**config.mk**
```make
export PLATFORM = sky130hd
export DESIGN_NAME = sd_bitstream_decimator
export DESIGN_NICKNAME = d
export VERILOG_FILES = /design/src/rtl/sd_bitstream_decimator.sv
export SDC_FILE = /design/constraint.sdc
export NUM_CORES = 1
export LEC_CHECK = 0
export CORE_MARGIN = 1.5
export CORE_UTILIZATION = 40
export DETAILED_ROUTE_END_ITERATION = 7
export SYNTH_ARGS = -nofsm -noshare
export SYNTH_HDL_FRONTEND = slang
export SYNTH_SLANG_ARGS = --single-unit
```
**constraint.sdc**
```tcl
create_clock -name clk -period 4.7 [get_ports clk]
set_clock_uncertainty 0.1 [all_clocks]
set_input_delay 1.41 -clock clk [delete_from_list [all_inputs] [get_ports clk]]
set_output_delay 1.41 -clock clk [all_outputs]
set_load 0.01 [all_outputs]
```
**src/rtl/sd_bitstream_decimator.sv**
```systemverilog
// Second-order CIC (sinc^2) decimator for a 1-bit sigma-delta stream, one word per DECIM strobes.
// Latency: word appears 2 cycles after the last strobe of a frame; valid/ready out, newest word overwrites.
// Build option SD_DECIMATOR_BIPOLAR_EN: signed output (2*c2 - DECIM^2); default is unsigned {1'b0, c2}.
module sd_bitstream_decimator #(
  parameter int DECIM = 16,
  localparam int W = $clog2(DECIM*DECIM+1)
) (
  input  logic         clk,
  input  logic         rst,
  input  logic         d_in,
  input  logic         d_in_en,
  output logic [W:0]   d_out,
  output logic         d_out_valid,
  input  logic         d_out_ready,
  output logic         overrun
);

  localparam int CW = (DECIM > 1) ? $clog2(DECIM) : 1;
  localparam logic [CW-1:0] LAST = CW'(DECIM-1);

  typedef enum logic {EMPTY, FULL} buf_state_t;

  logic [W-1:0] i1, i2, i2_d, c1_d;
  logic [W-1:0] c1, c2;
  logic [CW-1:0] cnt;
  logic          frame_done;
  logic [W:0]    word;
  buf_state_t    state, state_nxt;
  logic          overrun_nxt;

  // Integrators wrap modulo 2^W; the comb differences stay exact because the result fits in W bits.
  always_ff @(posedge clk or negedge rst) begin
    if (!rst) begin
      i1         <= '0;
      i2         <= '0;
      cnt        <= '0;
      frame_done <= 1'b0;
    end else begin
      frame_done <= d_in_en && (cnt == LAST);
      if (d_in_en) begin
        i1  <= i1 + W'(d_in);
        i2  <= i2 + i1;
        cnt <= (cnt == LAST) ? '0 : cnt + CW'(1);
      end
    end
  end

  assign c1 = i2 - i2_d;
  assign c2 = c1 - c1_d;

  always_ff @(posedge clk or negedge rst) begin
    if (!rst) begin
      i2_d <= '0;
      c1_d <= '0;
    end else if (frame_done) begin
      i2_d <= i2;
      c1_d <= c1;
    end
  end

`ifdef SD_DECIMATOR_BIPOLAR_EN
  assign word = {c2, 1'b0} - (W+1)'(DECIM*DECIM);
`else
  assign word = {1'b0, c2};
`endif

  always_comb begin
    state_nxt   = state;
    overrun_nxt = 1'b0;
    case (state)
      EMPTY: begin
        if (frame_done) state_nxt = FULL;
      end
      FULL: begin
        if (frame_done) begin
          state_nxt   = FULL;
          overrun_nxt = !d_out_ready;
        end else if (d_out_ready) begin
          state_nxt = EMPTY;
        end
      end
      default: state_nxt = EMPTY;
    endcase
  end

  always_ff @(posedge clk or negedge rst) begin
    if (!rst) begin
      state   <= EMPTY;
      d_out   <= '0;
      overrun <= 1'b0;
    end else begin
      state   <= state_nxt;
      overrun <= overrun_nxt;
      if (frame_done) d_out <= word;
    end
  end

  assign d_out_valid = (state == FULL);

endmodule

```
==> flow_summary_export.csv <==
group,metric,value,unit
synthesis,synth_area_per_cell,9.98,sq um
routing,vias,2112,
global_route,grt_antenna_before_repair,0,
global_route,grt.busiest_layer,"met2",
clock_network,postCtsHoldBufs,0,
critical_path,crit_path_top_delay_cell,"dfrtp_1",
global_route,grt_use_met2,0.249,
global_route,use_met3,0.0288,
final_layout,area_delta_synth_final,11.3,%
routing,dr.pass1.iters,4,
sta,layout_setup_ws,1.10,ns
critical_path,endpoint_kind,"flop",
routing,drt_iter0_drc,128,
floorplan,start_util,0.416,
sta,hold_viol,0,
synthesis,async_flop_share,1.00,
routing,drtAntennaViolNets,0,
flow_run,cap_violations,0,
final_layout,mostFrequentLayoutCell,"dfrtp_1",
clock_network,clk_latency,0.31,ns
critical_path,path_common_cell,"o21a_1",
floorplan,fp.dieW,90.1,um
synthesis,synth_edf_count,0,
worst_hold_path,holdPathStages,2,
synthesis,ys_ff_latch,52,
global_route,grt_pass1_vias,2175,
sta,worst_pin_slew,0.766,ns
clock_network,numClockSinks,52,
clock_network,cts_setup_buffers,0,
routing,drc,0,
critical_path,crit_arrival,3.68,ns
placed_design,hpwl,3880,um
critical_path,slowest_delay,0.46,ns
synthesis,synth_sequential_area_ratio,0.429,
critical_path,startpoint_type,"flop",
critical_path,rrSetupSlack,1.10,ns
clock_network,cts_tree,"done",
global_route,grt_max_degree,43,
sta,rsz0062_at_grt,"false",
final_layout,final_cell_mix,"dfrtp_1, nand2_1, inv_1",
routing,totalWireLength,5210,um
clock_network,cts_max_level,2,
clock_network,ctsLongestPathBuffers,2,
floorplan,dieArea,8120,sq um
status,status,"finished, final reports clean",
floorplan,rows,31,
clock_network,numCtsBuffers,5,
final_layout,seqCellArea,1300,sq um
floorplan,die_y,90.1,um
clock_network,path_clk_slew,0.10,ns
routing,route.detailed.wl_per_inst,12.4,um
sta,post-route-period-util,0.766,
synthesis,synth_warnings,0,
sta,whs,0.391,ns
critical_path,cp.required,4.78,ns
worst_hold_path,holdPathEnd,"d_out[3]",
placed_design,place_congestion,0.738,
global_route,grt_pass1_wl,9820,um
final_layout,fillers,752,
clock_network,cts_resized,0,
synthesis,synthesis.area,3040,sq um
sta,setup_viol,0,
final_layout,multi_input_area,1590,sq um
worst_hold_path,hp-class,"reg -> reg",
clock_network,clock-root-buffer,"clkbuf_8",
synthesis,syn_inst,304,
placed_design,port_buffers,15,
critical_path,crit_fanout,5,
sta,fin_crit,3.60,ns
global_route,use_met1,0.191,
critical_path,r2r_start,"i2[1]",
routing,via_per_inst,5.03,
critical_path,worstSetupPathType,"reg -> reg",
critical_path,crit_chain,"ha_1 > nor2b_1 > o21a_1 > o21a_1 > o21a_1 > or3_1 > and2_1 > ha_1 > a21oi_1 > o21ai_1 > or4_1 > and3_4 > xnor2_1 > a21oi_1",
synthesis,syn-num-nets,339,
sta,drv_slew,0,
floorplan,core-area,7290,sq um
sta,max_slew_margin,0.488,
critical_path,r2r-end,"d_out[8]",
synthesis,synth_flop_cell,"dfrtp_1",
sta,tns,0,ns
worst_hold_path,hp-start,"d_out[3]",
sta,max_freq,278,MHz
global_route,grtUsageTotal,0.146,
floorplan,io_pins,17,
critical_path,reg2reg_depth,14,
placed_design,pre_cts_slack,1.12,ns
global_route,grt_overflow,0,
final_layout,drive_gt1_frac,0.0841,
final_layout,antennaDiodeCount,0,
synthesis,synth.distinct_cells,48,
final_layout,layout.nets,355,
state kept, by name, summed over array words and instances (netlist names):
name and cells:
overrun 1, frame_done 1, cnt 4, d_out 9, i2_d 9, i1 9
i2 9, d_out_valid 1, c1_d 9
routing by layer:
layer	wire [um]	vias to the layer above
met5	0	-
met4	49	0
met3	138	5
met2	2490	23
met1	2540	1004
li1	-	1080
critical path: cells and delay by family (launching register included):
family / cells / cell delay [ns]
and+or+nand+nor: 5 / 1.21
xor gates and xnor gates: 1 / 0.13
DFF: 1 / 0.46
AOI/OAI and AO/OA: 6 / 0.92
adders and majority gates: 2 / 0.64
cell families after synthesis:
group           after synthesis  share of synthesized area
compound gates               73                      0.155
simple gates                 72                      0.113
flops                        52                      0.429
buf+inv                      37                     0.0470
fa+ha+maj                    30                      0.131
xor+xnor                     24                     0.0692
mux                          15                     0.0548
other cells                   1                    0.00124
stage by stage:
step	instance area (sq um)	util	cells
after floorplan	3040	-	304
after global placement	3290	0.451	412
after detailed placement	3290	0.451	412
after CTS	3380	0.463	420
after global routing	3380	0.463	420
final	3380	0.463	420
final cells by class:
type | instances | share of cell area
inverters | 29 | 0.0322
flip-flops and latches | 52 | 0.385
repair buffers | 17 | 0.0474
clock buffers | 5 | 0.0204
clock inverters | 3 | 0.00667
multi-input cells | 215 | 0.471
well taps | 99 | 0.0367
synthesized netlist by cell type (all sizes together) (2+ instances only):
cell type | number | share of area
o21ai | 27 | 0.045
mux2 | 13 | 0.048
inv | 28 | 0.035
nand2b | 2 | 0.0041
nor2 | 16 | 0.020
ha | 27 | 0.11
nand4 | 5 | 0.010
a211oi | 3 | 0.0091
dfrtp | 52 | 0.43
o21a | 10 | 0.025
xor2 | 5 | 0.014
o31ai | 2 | 0.0049
a21o | 5 | 0.012
o211ai | 2 | 0.0049
mux2i | 2 | 0.0066
nand2 | 30 | 0.037
xnor2 | 19 | 0.055
o31a | 2 | 0.0058
or4 | 3 | 0.0074
clkbuf | 7 | 0.0087
nor2b | 4 | 0.0082
nor3 | 3 | 0.0049
a31o | 2 | 0.0058
fa | 3 | 0.020
a21oi | 10 | 0.016
and3 | 3 | 0.0078
nor3b | 2 | 0.0049
how the worst max path moves through the flow:
stage,startpoint,to,slack (ns)
6_report,i2[1],d_out[8],1.10
5_1_grt,i2[1],d_out[8],0.83
3_3_place_gp,i2[1],d_out[8],1.20
4_1_cts,i2[1],d_out[8],1.08
3_5_place_dp,i2[1],d_out[8],1.12
2_1_floorplan,i2[1],d_out[8],1.34
Power is left out: the tool's default activity adds up to more than one toggle a clock period on the data nets, which glitch-free logic cannot reach.
